$ cat config.mk
export PLATFORM = sky130hd
export DESIGN_NAME = pe_packet_router
export DESIGN_NICKNAME = d
export VERILOG_FILES = /design/src/rtl/pe_packet_router.sv
export SDC_FILE = /design/constraint.sdc
export NUM_CORES = 1
export LEC_CHECK = 0
export CORE_UTILIZATION = 35
export CTS_CLUSTER_DIAMETER = 30
export DETAILED_ROUTE_END_ITERATION = 10
export SLEW_MARGIN = 20
export SYNTH_ARGS = -nofsm -noshare
export SYNTH_HDL_FRONTEND = slang
export SYNTH_SLANG_ARGS = --single-unit
$ cat constraint.sdc
create_clock -name clk -period 18.2 [get_ports clk]
set_clock_uncertainty 0.2 [all_clocks]
set_input_delay 2.73 -clock clk [delete_from_list [all_inputs] [get_ports clk]]
set_output_delay 2.73 -clock clk [all_outputs]
set_load 0.005 [all_outputs]
$ cat src/rtl/pe_packet_router.sv
// pe_packet_router: steers one packet word per cycle from a valid/ready input
// port to either the ifmap channel (split into ifmap/conv_loc/size fields) or
// one of NROWS filter-row channels. Each channel owns a small show-ahead FIFO,
// so a stalled consumer only blocks words headed for its own channel.
//
// Ports
//   clk, rst            clock, asynchronous active-high reset
//   in_valid/in_ready   input handshake
//   in_data             packet word (DATA_W)
//   in_is_filter        0 = ifmap word, 1 = filter word
//   in_row              filter row index 1..NROWS
//   ifmap_valid/ready   ifmap channel handshake
//   ifmap_data          top IFMAP_W bits of the stored word
//   conv_loc, size      remaining fields of the stored ifmap word
//   filt_valid/ready    per-row handshake, bit r-1 = row r
//   filt_data           per-row word, slice r-1 = row r
//   err_row             sticky: filter word with an invalid row was seen
//
// Build option: define PE_ROUTER_BCAST_EN to treat in_row = 0 as a broadcast
// to every row FIFO; otherwise in_row = 0 is an invalid row.
module pe_packet_router #(
  parameter int FILTER_WIDTH = 8,
  parameter int NROWS        = 5,
  parameter int IFMAP_W      = 25,
  parameter int DEPTH        = 2,
  localparam int DATA_W      = 5 * FILTER_WIDTH,
  localparam int ROW_W       = $clog2(NROWS + 1)
) (
  input  logic                        clk,
  input  logic                        rst,
  input  logic                        in_valid,
  output logic                        in_ready,
  input  logic [DATA_W-1:0]           in_data,
  input  logic                        in_is_filter,
  input  logic [ROW_W-1:0]            in_row,
  output logic                        ifmap_valid,
  input  logic                        ifmap_ready,
  output logic [IFMAP_W-1:0]          ifmap_data,
  output logic [DATA_W-IFMAP_W-3:0]   conv_loc,
  output logic [1:0]                  size,
  output logic [NROWS-1:0]            filt_valid,
  input  logic [NROWS-1:0]            filt_ready,
  output logic [NROWS*DATA_W-1:0]     filt_data,
  output logic                        err_row
);

  // Channel 0 is the ifmap FIFO, channel r (1..NROWS) is filter row r.
  localparam int NCH = NROWS + 1;
  localparam int PW  = (DEPTH > 1) ? $clog2(DEPTH) : 1;
  localparam int CW  = $clog2(DEPTH + 1);

  logic [DATA_W-1:0] r_mem  [NCH][DEPTH];
  logic [PW-1:0]     r_wptr [NCH];
  logic [PW-1:0]     r_rptr [NCH];
  logic [CW-1:0]     r_cnt  [NCH];
  logic              r_err;

  logic [NCH-1:0]    w_sel;
  logic [NCH-1:0]    w_full;
  logic [NCH-1:0]    w_valid;
  logic [NCH-1:0]    w_oready;
  logic [NCH-1:0]    w_push;
  logic [NCH-1:0]    w_pop;
  logic [DATA_W-1:0] w_head [NCH];
  logic              w_bcast;
  logic              w_row_ok;
  logic              w_fire;

`ifdef PE_ROUTER_BCAST_EN
  assign w_bcast = in_is_filter && (in_row == '0);
`else
  assign w_bcast = 1'b0;
`endif

  assign w_row_ok = (in_row != '0) && (in_row <= ROW_W'(NROWS));

  always_comb begin
    w_sel    = '0;
    w_oready = '0;
    w_sel[0]    = !in_is_filter;
    w_oready[0] = ifmap_ready;
    for (int unsigned c = 1; c < NCH; c++) begin
      w_sel[c]    = in_is_filter && ((in_row == ROW_W'(c)) || w_bcast);
      w_oready[c] = filt_ready[c-1];
    end
    for (int unsigned c = 0; c < NCH; c++) begin
      w_full[c]  = (r_cnt[c] == CW'(DEPTH));
      w_valid[c] = (r_cnt[c] != '0);
      w_head[c]  = r_mem[c][r_rptr[c]];
    end
  end

  // Readiness looks only at registered counts: a same-cycle pop never frees
  // room for a push into a full FIFO. An empty target set (invalid row) is
  // always ready so the word is consumed and dropped.
  assign in_ready = ~|(w_sel & w_full);
  assign w_fire   = in_valid && in_ready;
  assign w_push   = w_fire ? w_sel : '0;
  assign w_pop    = w_valid & w_oready;

  always_ff @(posedge clk or posedge rst) begin
    if (rst) begin
      for (int unsigned c = 0; c < NCH; c++) begin
        r_wptr[c] <= '0;
        r_rptr[c] <= '0;
        r_cnt[c]  <= '0;
        for (int unsigned d = 0; d < DEPTH; d++) begin
          r_mem[c][d] <= '0;
        end
      end
      r_err <= 1'b0;
    end else begin
      for (int unsigned c = 0; c < NCH; c++) begin
        if (w_push[c]) begin
          r_mem[c][r_wptr[c]] <= in_data;
          r_wptr[c]           <= r_wptr[c] + PW'(1);
        end
        if (w_pop[c]) begin
          r_rptr[c] <= r_rptr[c] + PW'(1);
        end
        case ({w_push[c], w_pop[c]})
          2'b10:   r_cnt[c] <= r_cnt[c] + CW'(1);
          2'b01:   r_cnt[c] <= r_cnt[c] - CW'(1);
          default: r_cnt[c] <= r_cnt[c];
        endcase
      end
      if (in_valid && in_is_filter && !w_row_ok && !w_bcast) begin
        r_err <= 1'b1;
      end
    end
  end

  assign err_row     = r_err;
  assign ifmap_valid = w_valid[0];
  assign ifmap_data  = w_head[0][DATA_W-1 -: IFMAP_W];
  assign conv_loc    = w_head[0][DATA_W-IFMAP_W-1:2];
  assign size        = w_head[0][1:0];

  always_comb begin
    filt_valid = '0;
    filt_data  = '0;
    for (int unsigned r = 0; r < NROWS; r++) begin
      filt_valid[r]                   = w_valid[r+1];
      filt_data[r*DATA_W +: DATA_W]   = w_head[r+1];
    end
  end

endmodule
* Word level (Yosys, flattened, before mapping) *
Index checks and enable logic that the tools add are counted.

word-level totals
  register bits = 505
  bits of input ports = 53
  output and inout port bits = 248
  word-level logic and storage cells = 186

cells by class
  add/subtract/negate cells = 24
  order comparisons = 19
  equal/unequal tests = 23
  multiplexer cells = 43
  bitwise gates (word level) = 14
  reduce and logical (&&, ||, !) cells = 32

operators with widths
  kind                                                         number
  2-to-1 mux 40 bit                                            24
  bitwise mux 80 bit                                           6
  demux 40 bit (select 1 bit)                                  6
  == test 2 bit (second input constant)                        12
  >= comparator 2 bit (second input constant)                  12
  NOT 1 -> 2 bit                                               12
  case mux 2 bit (2 select lines)                              6
  nonzero test 2 bit                                           12
  logical AND 1 bit                                            15
  adder 1 bit (second input constant)                          12
  adder 2 x 1 -> 2 bit (second input constant)                 6
  bitwise AND 6 bit                                            2
  == test 2 x 1 -> 1 bit (second input constant)               6
  less-than comparator 2 x 1 -> 1 bit (second input constant)  6
  subtractor 2 x 1 -> 2 bit (second input constant)            6
  == test 3 x 2 -> 1 bit (second input constant)               2
  == test 3 bit (second input constant)                        2
  2-to-1 mux 6 bit                                             1
  OR reduction 6 bit                                           1
  == test 3 x 1 -> 1 bit (second input constant)               1
  <= comparator 3 bit (second input constant)                  1
  logical NOT 1 bit                                            3
  nonzero test 3 bit                                           1

* Depth between registers and ports, before layout *
Gate-level depths: netlist of the first run.

  word-level depth = 9
  depth in mapped cells = 7
  mapped depth without buffers = 6

* Worst setup path before layout of the first run *
Ideal clock, no wire load.

  path type = input-to-output
  from = input in_row[0]
  to = output in_ready
  data arrival time = 3.570 ns
  required time = 15.270 ns
  path slack = 11.700 ns
  stages on the path = 5
  buffers on the path = 1
  cells stage by stage = buf_4 inv_1 or4_1 o311ai_0 nor3_1

between the ends
  longest elaborated chain between the ends = 5
  elaborated cells between the ends (all ways) = 13
  classes of those cells = eq/ne (5); bitwise (1); reduce/logical (7)

RTL lines
  element                                               line  text
  start: declaration                                    35    input logic [ROW_W-1:0] in_row,
  == test 3 x 1 -> 1 bit, or another cell as far along  83    w_sel[c] = in_is_filter && ((in_row == ROW_W'(c)) || w_bcast);
  logical AND 1 bit                                     83
  bitwise AND 6 bit (*)                                 96    assign in_ready = ~|(w_sel & w_full);
  OR reduction 6 bit (*)                                96
  logical NOT 1 bit (*)                                 96
  end: declaration                                      32    output logic in_ready,

Every way passes the cells marked *; elsewhere a longest branch is shown, timed or not.

* Final worst setup path of the first run *
Same ends and word-level chain as after synthesis.

==> impl_summary.log, run 1 <==
INFO  metric worst_setup_path_start_kind = primary input
INFO  metric viasPerCell = 4.87
INFO  metric grt_max_degree = 171
INFO  metric status = completed
INFO  metric antenna_cells = 0
INFO  metric number_of_placement_rows = between 90 and 100
INFO  metric syn_avg_cell_area = roughly 15 um^2
INFO  metric crit-reg2reg-launch = r_cnt[6]
INFO  metric design.final.nets = between 1500 and 2000
INFO  metric gr-total-overflow = 0
INFO  metric postSynth.topFlopCell = dfrtp_1
INFO  metric layout_cells_sized_above_1 = 0.520
INFO  metric final.period_utilization = 0.416
INFO  metric die_span_in_x = 254 um
INFO  metric routedWlPerCell = 22.3 um
INFO  metric drc_violation_total_after_the_first_tritonroute_iteration = 504
INFO  metric tightestPinTransition = 1.13 ns
INFO  metric placed_area = 25900 um^2
INFO  metric postCtsHoldBufs = 0
INFO  metric overall_track_demand_over_capacity_in_global_routing = 0.195
INFO  metric routed_wire_length = 61000 um
INFO  metric root_buffer = clkbuf_16
INFO  metric syn_nets = approximately 1500
INFO  metric grt_antenna_before_repair = 1
INFO  metric p_per_area = 206 nW/um^2
INFO  metric cp-startpoint = in_row[0]
INFO  metric layout.cells.most_common = mux2_2
INFO  metric cts-buffers-inserted = 131
INFO  metric post-place-ws = 10.65 ns
INFO  metric clk_pin_slew = 0.04 ns
INFO  metric layout_min_cycle_time = between 7 and 8 ns
INFO  metric timing.setup.tns = 0 ns
INFO  metric min-delay-start = r_wptr[2]
INFO  metric grt.busiest_layer = met2
INFO  metric timing.critical_path.arrival = approximately 4.6 ns
INFO  metric gate_count_after_technology_mapping = 1455
INFO  metric power.leakage = roughly 14 nW
INFO  metric hp-class = reg2reg
INFO  metric crit_family = buffers and inverters
INFO  metric drv.max_cap_violation_count = 0
INFO  metric dp.final_hpwl = about 37000 um
INFO  metric max-vdd-ir-drop = between 100 and 150 uV
INFO  metric grt.met1_usage = 0.243
INFO  metric vias_in_the_first_global_route = approximately 15000
INFO  metric cts_max_level = 4
INFO  metric max_freq = between 100 and 150 MHz
INFO  metric cts.repair_timing.setup_buffer_count = 0
INFO  metric io-pin-count = 301
INFO  metric flow.area_growth_from_synthesis = 37.1%
INFO  metric antenna_violating_nets_post_route = 0
INFO  metric port_buffers = 300
INFO  metric cts.sink_count = 505
INFO  metric met2_usage = 0.325
INFO  metric globalplace.congestion = 0.781
INFO  metric ys_seq_elements = approximately 510
INFO  metric floorplan.die_area = approximately 65000 um^2
INFO  metric end_kind = output port
INFO  metric max-clock-path-buffers = 3
INFO  metric number_of_non_filler_instances_in_the_completed_layout = 2733
INFO  metric dp_cells = 2496
INFO  metric floorplan.initialDensity = 0.354
INFO  metric crit_required = 15.27 ns
INFO  metric path_class = in2out
INFO  metric path_cells = clkdlybuf4s50_1 -> inv_1 -> or4_1 -> o311ai_0 -> nor3_1 -> clkdlybuf4s50_1
INFO  metric synth_sequential_area_ratio = 0.569
INFO  metric post-route-util = 0.485
INFO  metric mostFrequentLayoutCells = mux2_2 (679), dfrtp_1 (499), clkdlybuf4s50_1 (300), clkbuf_16 (135), mux2_4 (40)
INFO  metric detailedRoute.firstPassIterationCount = 4
INFO  metric fill_cells = 5466
INFO  metric ys.warnings.count = 0
INFO  metric timing.final.ws_setup = 10.63 ns
INFO  metric relSlewSlack = 0.246
INFO  metric critPathMostFrequentCell = clkdlybuf4s50_1
INFO  metric crit_path_max_fanout = 8
INFO  metric hold_viol_final = 0
INFO  metric combined_area_of_all_synthesized_cells = 22200 um^2
INFO  metric timing.critical_path.buf_inv = 3
INFO  metric netlist-cell-type-count = 38
INFO  metric synth_enable_flop_cells = 0
INFO  metric maxSlewViolCount = 0
INFO  metric insertion_delay_of_the_later_clocked_pin_in_the_worst_skew_pair = slightly below 0.7 ns
INFO  metric drcViolationCount = 0
INFO  metric cts_resized = 0
INFO  metric core_area = 62900 um^2
INFO  metric async_flop_share = 1.00
INFO  metric total_of_endpoints_with_negative_setup_slack_in_the_final_report = 0
INFO  metric final_cell_area = approximately 30000 um^2
INFO  metric grt_first_pass_wirelength = 92500 um
INFO  metric worst_path_max_delay_cell = clkdlybuf4s50_1
INFO  metric cts_tree = built
INFO  metric grt_setup_unrepaired = no
INFO  metric timing.critical_path.slowest_cell_delay = 0.62 ns
INFO  metric die_h = 254 um
INFO  metric grt_util_met3 = 0.0476
INFO  metric routed-via-count = 13300
-- worst paths after layout --
check	to	slack [ns]	depth (start not counted)
min in group asynchronous	r_mem[366]	2.43	2
hold / removal	r_wptr[2]	0.27	2
setup / recovery	in_ready	10.63	6
hold reg to reg	r_wptr[2]	0.27	2
setup reg to reg	r_mem[292]	15.28	5
max in group asynchronous	r_rptr[3]	13.65	3
-- where the power goes --
part | switching [mW] | internal [mW]
Combinational | 0.714 | 1.32
Clock | 0.682 | 1.65
Sequential | 0.296 | 1.62
-- final cells by class --
type,count,area (um^2),share of cell area
timing repair buffer,319,3170,0.104
inverter,9,41.3,0.00136
tap,846,1060,0.0347
clock inverter,51,673,0.0221
clock buffer,186,3870,0.127
sequential,505,12600,0.415
multi-input combinational,817,9010,0.296
-- cells in the mapped netlist, types with 2 or more instances --
library cell / count / area, um^2
inv_1: 8 / 30.0
and2_1: 7 / 43.8
buf_6: 5 / 56.3
xnor2_1: 17 / 149
or2_2: 9 / 56.3
buf_2: 33 / 165
mux2_4: 40 / 601
nor2_1: 15 / 56.3
nand2b_1: 4 / 25.0
xor2_1: 11 / 96.3
buf_1: 12 / 45.0
ha_1: 6 / 75.1
clkbuf_1: 69 / 259
buf_12: 4 / 80.1
nor3_1: 2 / 10.0
nand2_1: 6 / 22.5
mux2_2: 679 / 7650
nand4_1: 3 / 18.8
nor2b_1: 2 / 12.5
dfrtp_1: 505 / 12600
-- worst reg2reg max path: cells and delay by family (launching register included) --
family / cells / cell delay (ns)
AO/OA/AOI/OAI: 1 / 0.57
buffers and inverters: 1 / 0.48
flip-flops: 1 / 0.41
multiplexers: 1 / 0.40
AND/OR/NAND/NOR: 2 / 0.73
-- layer usage --
| metal | share of wire | routed length, um |
|---|---|---|
| met1 | 0.43 | 26400 |
| met3 | 0.047 | 2840 |
| met4 | 0.021 | 1280 |
| met5 | 0 | 0 |
| met2 | 0.50 | 30500 |
-- state kept, by name (all words and copies together), names as in the netlist --
name     flops
r_mem      480
err_row      1
r_cnt       12
r_rptr       6
r_wptr       6
-- logic make-up after synthesis --
group | Yosys count | synth area share
fa+ha+maj | 6 | 0.00338
flops | 505 | 0.569
compound gates | 8 | 0.00276
simple gates | 55 | 0.0135
buf+inv | 133 | 0.0291
xor+xnor | 28 | 0.0110
mux | 720 | 0.372
-- per-stage QoR --
step	hold slack [ns]	power, mW
2_1_floorplan	0.244	2.90
3_3_place_gp	0.259	3.93
3_5_place_dp	0.263	3.98
4_1_cts	0.273	6.36
5_1_grt	0.283	6.60
6_report	0.271	6.28
(Power assumes the default switching activity.)
==> inputs of run 2 (changes only) <==
Clock period 18.2 ns to 6.5 ns, I/O delays scaled along.
==> impl_summary.log, run 2 (synthesized netlist as in run 1, its figures left out) <==
INFO  metric worst_path_max_delay_cell = clkdlybuf4s50_1
INFO  metric detailedRoute.firstPassIterationCount = 4
INFO  metric viasPerCell = between 4 and 5
INFO  metric status = completed
INFO  metric r2r_end = r_mem[62]
INFO  metric hp-class = reg2reg
INFO  metric crit_required = 5.32 ns
INFO  metric number_of_non_filler_instances_in_the_completed_layout = 2715
INFO  metric internal_power = 12.5 mW
INFO  metric routed_wire_length = approximately 60000 um
INFO  metric grt_antenna_before_repair = 2
INFO  metric end_kind = output port
INFO  metric timing.critical_path.buf_inv = 3
INFO  metric gr-total-overflow = 0
INFO  metric grt_setup_unrepaired = no
INFO  metric worst_setup_path_start_kind = primary input
INFO  metric cts_tree = built
INFO  metric min-delay-start = r_cnt[5]
INFO  metric crit_path_max_fanout = 8
INFO  metric timing.setup.tns = 0 ns
INFO  metric largest_register_ffs = between 400 and 500
INFO  metric fill_cells = 5492
INFO  metric path_cells = clkdlybuf4s50_1 -> inv_1 -> or4_1 -> o311ai_0 -> nor3_1 -> clkdlybuf4s50_1
INFO  metric flow.area_growth_from_synthesis = 35.6%
INFO  metric drc_violation_total_after_the_first_tritonroute_iteration = 472
INFO  metric power.leakage = 13.6 nW
INFO  metric layout_cells_sized_above_1 = 0.516
INFO  metric crit-reg2reg-launch = r_cnt[0]
INFO  metric timing.critical_path.arrival = about 2.9 ns
INFO  metric timing.final.ws_setup = 2.46 ns
INFO  metric number_of_placement_rows = 92
INFO  metric mostFrequentLayoutCells = mux2_2 (679), dfrtp_1 (499), clkdlybuf4s50_1 (300), clkbuf_16 (120), mux2_4 (40)
INFO  metric max_freq = around 250 MHz
INFO  metric grt_first_pass_wirelength = 90600 um
INFO  metric reg.largest.list = r_mem (480), r_cnt (12)
INFO  metric worstHoldEndpoint = r_cnt[5]
INFO  metric power.combinational.fraction = 0.331
INFO  metric fin_worst_hold_slack = 0.277 ns
INFO  metric io-pin-count = approximately 300
INFO  metric die_h = 254 um
INFO  metric timing.critical_path.slowest_cell_delay = between 0.6 and 0.7 ns
INFO  metric dp_cells = approximately 2500
INFO  metric relSlewSlack = 0.340
INFO  metric tightestPinTransition = 0.991 ns
INFO  metric power = 17.2 mW
INFO  metric hold_viol_final = 0
INFO  metric design.final.nets = ~1800
INFO  metric antenna_violating_nets_post_route = 0
INFO  metric maxSlewViolCount = 0
INFO  metric postCtsHoldBufs = 0
INFO  metric core_area = 62900 um^2
INFO  metric floorplan.initialDensity = 0.354
INFO  metric clk_pin_slew = 0.04 ns
INFO  metric max-vdd-ir-drop = 287 uV
INFO  metric p_sw_frac = 0.269
INFO  metric overall_track_demand_over_capacity_in_global_routing = 0.190
INFO  metric clock_power_share = 0.356
INFO  metric routedWlPerCell = around 22 um
INFO  metric holdPathStages = 1
INFO  metric grt_max_degree = 163
INFO  metric critPathMostFrequentCell = clkdlybuf4s50_1
INFO  metric insertion_delay_of_the_later_clocked_pin_in_the_worst_skew_pair = 0.65 ns
INFO  metric post-place-ws = 2.41 ns
INFO  metric cts-buffers-inserted = approximately 120
INFO  metric register_name_with_the_most_flops = r_mem
INFO  metric p_seq_frac = 0.313
INFO  metric port_buffers = 300
INFO  metric die_span_in_x = 254 um
INFO  metric cts_max_level = 3
INFO  metric setup.reg_to_reg.worst_slack = 3.72 ns
INFO  metric cts.sink_count = 505
INFO  metric drcViolationCount = 0
INFO  metric post-route-util = 0.480
INFO  metric layout.cells.most_common = mux2_2
INFO  metric final_cell_area = around 30000 um^2
INFO  metric globalplace.congestion = just under 0.8
INFO  metric drv.max_cap_violation_count = 0
INFO  metric rr_worst_depth = 5
INFO  metric routed-via-count = 13100
INFO  metric vias_in_the_first_global_route = around 14000
INFO  metric max-clock-path-buffers = 3
INFO  metric total_of_endpoints_with_negative_setup_slack_in_the_final_report = 0
INFO  metric cts.repair_timing.setup_buffer_count = 0
INFO  metric dp.final_hpwl = 37700 um
INFO  metric placed_area = 25900 um^2
INFO  metric layout_min_cycle_time = 4.04 ns
INFO  metric root_buffer = clkbuf_16
INFO  metric p_per_area = 569 nW/um^2
INFO  metric path_class = in2out
INFO  metric final.period_utilization = 0.622
INFO  metric cts_resized = 0
INFO  metric floorplan.die_area = between 60000 and 70000 um^2
INFO  metric total_switching_power = 4.62 mW
INFO  metric crit_family = buffers and inverters
[run 2: cell count changes in the layout (fill, tap and decap cells not counted), sizes merged]
cell	change
clkbuf	-30
diode	+1
buf	+2
clkinv	-7
clkinvlp	+11
bufinv	+7
inv	-2
[run 2: cell type report]
class | count | area [um^2] | area share
Timing Repair Buffer | 321 | 3200 | 0.106
Multi-Input combinational cell | 817 | 9010 | 0.299
Sequential cell | 505 | 12600 | 0.420
Clock buffer | 156 | 3310 | 0.110
Antenna cell | 1 | 2.50 | 0.0000830
Inverter | 9 | 37.5 | 0.00125
Clock inverter | 60 | 885 | 0.0293
Tap cell | 846 | 1060 | 0.0351
[run 2: worst register-to-register path, cell delays in order (launching register included)]
cell,delay [ns]
dfrtp_1,0.39
nand2b_1,0.17
nand4_1,0.26
nor2_4,0.74
buf_4,0.49
mux2_2,0.41
[run 2: worst max path at each step]
stage	start	endpoint	slack, ns	depth (start not counted)
6_report	in_row[0]	in_ready	2.46	6
5_1_grt	r_rptr[0]	filt_data[189]	2.38	3
4_1_cts	r_rptr[0]	filt_data[189]	2.39	3
3_5_place_dp	in_row[0]	r_mem[62]	2.41	6
3_3_place_gp	in_row[0]	in_ready	2.45	6
2_1_floorplan	rst	err_row	-1.53	1
[run 2: routing by layer]
layer	part of all wire	global-route usage	vias up
met3	0.053	0.0516	75
met4	0.023	0.0690	2
met2	0.50	0.316	279
met5	0.00018	0	-
li1	-	-	5831
met1	0.43	0.235	6913
[run 2: power by group through the flow]
stage | registers (mW) | logic [mW] | clock network [mW]
5_1_grt | 5.56 | 6.09 | 6.41
4_1_cts | 5.37 | 5.80 | 6.22
2_1_floorplan | 5.03 | 3.08 | 0
3_5_place_dp | 5.40 | 5.75 | 0
3_3_place_gp | 5.31 | 5.70 | 0
6_report | 5.37 | 5.68 | 6.11
==> inputs of run 3 (changes only) <==
Clock period 6.5 ns to 3.6 ns, I/O delays scaled along.
==> impl_summary.log, run 3 (synthesized netlist as in run 1, its figures left out) <==
INFO  metric grt_util_met3 = 0.0541
INFO  metric power = 31.4 mW
INFO  metric hold_viol_final = 0
INFO  metric die_span_in_x = 254 um
INFO  metric routed_wire_length = roughly 61000 um
INFO  metric port_buffers = 300
INFO  metric cts-buffers-inserted = 120
INFO  metric insertion_delay_of_the_later_clocked_pin_in_the_worst_skew_pair = 0.64 ns
INFO  metric timing.critical_path.slowest_cell_delay = 0.70 ns
INFO  metric grt_setup_unrepaired = no
INFO  metric gr-total-overflow = 0
INFO  metric dp_cells = 2518
INFO  metric cts.repair_timing.setup_buffer_count = 0
INFO  metric drcViolationCount = 0
INFO  metric layout.cells.most_common = mux2_2
INFO  metric number_of_placement_rows = 92
INFO  metric placed_area = 26300 um^2
INFO  metric layout_min_cycle_time = 3.28 ns
INFO  metric crit_path_max_fanout = 25
INFO  metric dp.final_hpwl = 38500 um
INFO  metric floorplan.die_area = 64500 um^2
INFO  metric overall_track_demand_over_capacity_in_global_routing = 0.190
INFO  metric timing.critical_path.arrival = 2.54 ns
INFO  metric drc_violation_total_after_the_first_tritonroute_iteration = 496
INFO  metric reg.largest.list = r_mem (480), r_cnt (12)
INFO  metric fill_cells = 5381
INFO  metric total_of_endpoints_with_negative_setup_slack_in_the_final_report = 0
INFO  metric detailedRoute.firstPassIterationCount = 4
INFO  metric number_of_non_filler_instances_in_the_completed_layout = 2742
INFO  metric max-vdd-ir-drop = 567 uV
INFO  metric fin_worst_hold_slack = 0.274 ns
INFO  metric register_name_with_the_most_flops = r_mem
INFO  metric met2_usage = 0.317
INFO  metric globalplace.congestion = ~0.74
INFO  metric max-clock-path-buffers = 3
INFO  metric cts.sink_count = just over 500
INFO  metric cts_max_level = 3
INFO  metric final_cell_area = 30600 um^2
INFO  metric end_kind = output port
INFO  metric flow.area_growth_from_synthesis = 37.7%
INFO  metric max_freq = between 300 and 400 MHz
INFO  metric clk_pin_slew = 0.05 ns
INFO  metric floorplan.initialDensity = 0.354
INFO  metric antenna_cells = 0
INFO  metric routed-via-count = between 10000 and 15000
INFO  metric grt.busiest_layer = met2
INFO  metric core_area = approximately 63000 um^2
INFO  metric drv.max_cap_violation_count = 0
INFO  metric crit_family = buffers and inverters
INFO  metric mostFrequentLayoutCells = mux2_2 (679), dfrtp_1 (499), clkdlybuf4s50_1 (300), clkbuf_16 (122), mux2_4 (40)
INFO  metric grt_first_pass_wirelength = 91200 um
INFO  metric power.leakage = 13.8 nW
INFO  metric grt_max_degree = 73
INFO  metric io-pin-count = 301
INFO  metric cts_resized = 0
INFO  metric path_class = reg2out
INFO  metric crit_required = around 2.9 ns
INFO  metric status = completed
INFO  metric grt_antenna_before_repair = 1
INFO  metric maxSlewViolCount = 0
INFO  metric timing.setup.tns = 0 ns
INFO  metric worst_setup_path_start_kind = flop
INFO  metric tightestPinTransition = 0.939 ns
INFO  metric layout_cells_sized_above_1 = 0.524
INFO  metric vias_in_the_first_global_route = about 15000
INFO  metric p_per_area = 1030 nW/um^2
INFO  metric antenna_violating_nets_post_route = 0
INFO  metric worst_path_max_delay_cell = dfrtp_2
INFO  metric hp-class = reg2reg
INFO  metric path_cells = buf_12 -> mux2_2 -> clkdlybuf4s50_1
INFO  metric viasPerCell = 4.83
INFO  metric largest_register_ffs = 480
INFO  metric design.final.nets = 1853
INFO  metric root_buffer = clkbuf_16
INFO  metric relSlewSlack = 0.374
INFO  metric timing.critical_path.buf_inv = 2
INFO  metric cts_tree = built
INFO  metric final.period_utilization = 0.910
INFO  metric routedWlPerCell = 22.1 um
INFO  metric postCtsHoldBufs = 0
INFO  metric die_h = 254 um
INFO  metric grt.met1_usage = 0.235
[run 3: changes by cell type in the layout (fill, tap and decap cells not counted), sizes merged]
cell / change
clkbuf: +13
inv: +4
clkinvlp: -4
bufinv: -2
clkinv: -3
buf: +20
diode: -1
[run 3: worst reg2reg max path: cells and delay by family (launching register included)]
kind,cells,cell delay (ns)
AND/OR/NAND/NOR,3,1.27
multiplexers,1,0.46
flip-flops,1,0.39
[run 3: worst paths after layout]
path	start	endpoint	slack, ns	cells past startpoint
hold reg to reg	err_row	err_row	0.27	1
setup / recovery	r_rptr[2]	filt_data[109]	0.32	3
max in group asynchronous	rst	r_mem[132]	2.00	3
setup reg to reg	r_cnt[5]	r_mem[177]	1.15	4
hold / removal	err_row	err_row	0.27	1
min in group asynchronous	rst	r_mem[202]	0.30	2
[run 3: cell type report]
cell class	instances	area, um^2	share of cell area
clock buffer	169	3520	0.115
clock inverter	55	800	0.0261
inverter	9	37.5	0.00123
multi-input combinational	817	9010	0.294
sequential	505	12600	0.413
tap	846	1060	0.0346
timing repair buffer	341	3540	0.116
[run 3: routing by layer]
metal,vias to the layer above,wire (um)
met5,-,13
met4,2,1340
met3,84,3680
met2,307,30100
met1,6991,25500
li1,5865,-
[run 3: per-stage QoR]
step           utilization  setup WS, ns
2_1_floorplan            -         -3.99
3_3_place_gp         0.418         0.422
3_5_place_dp         0.418         0.407
4_1_cts              0.487         0.286
5_1_grt              0.487         0.231
6_report             0.487         0.324
[run 3: report_power, final]
part           switching, mW  internal, mW  leakage [nW]
registers               1.41          8.18          6.43
clock network           3.29          8.01          2.10
logic                   3.74          6.80          5.26
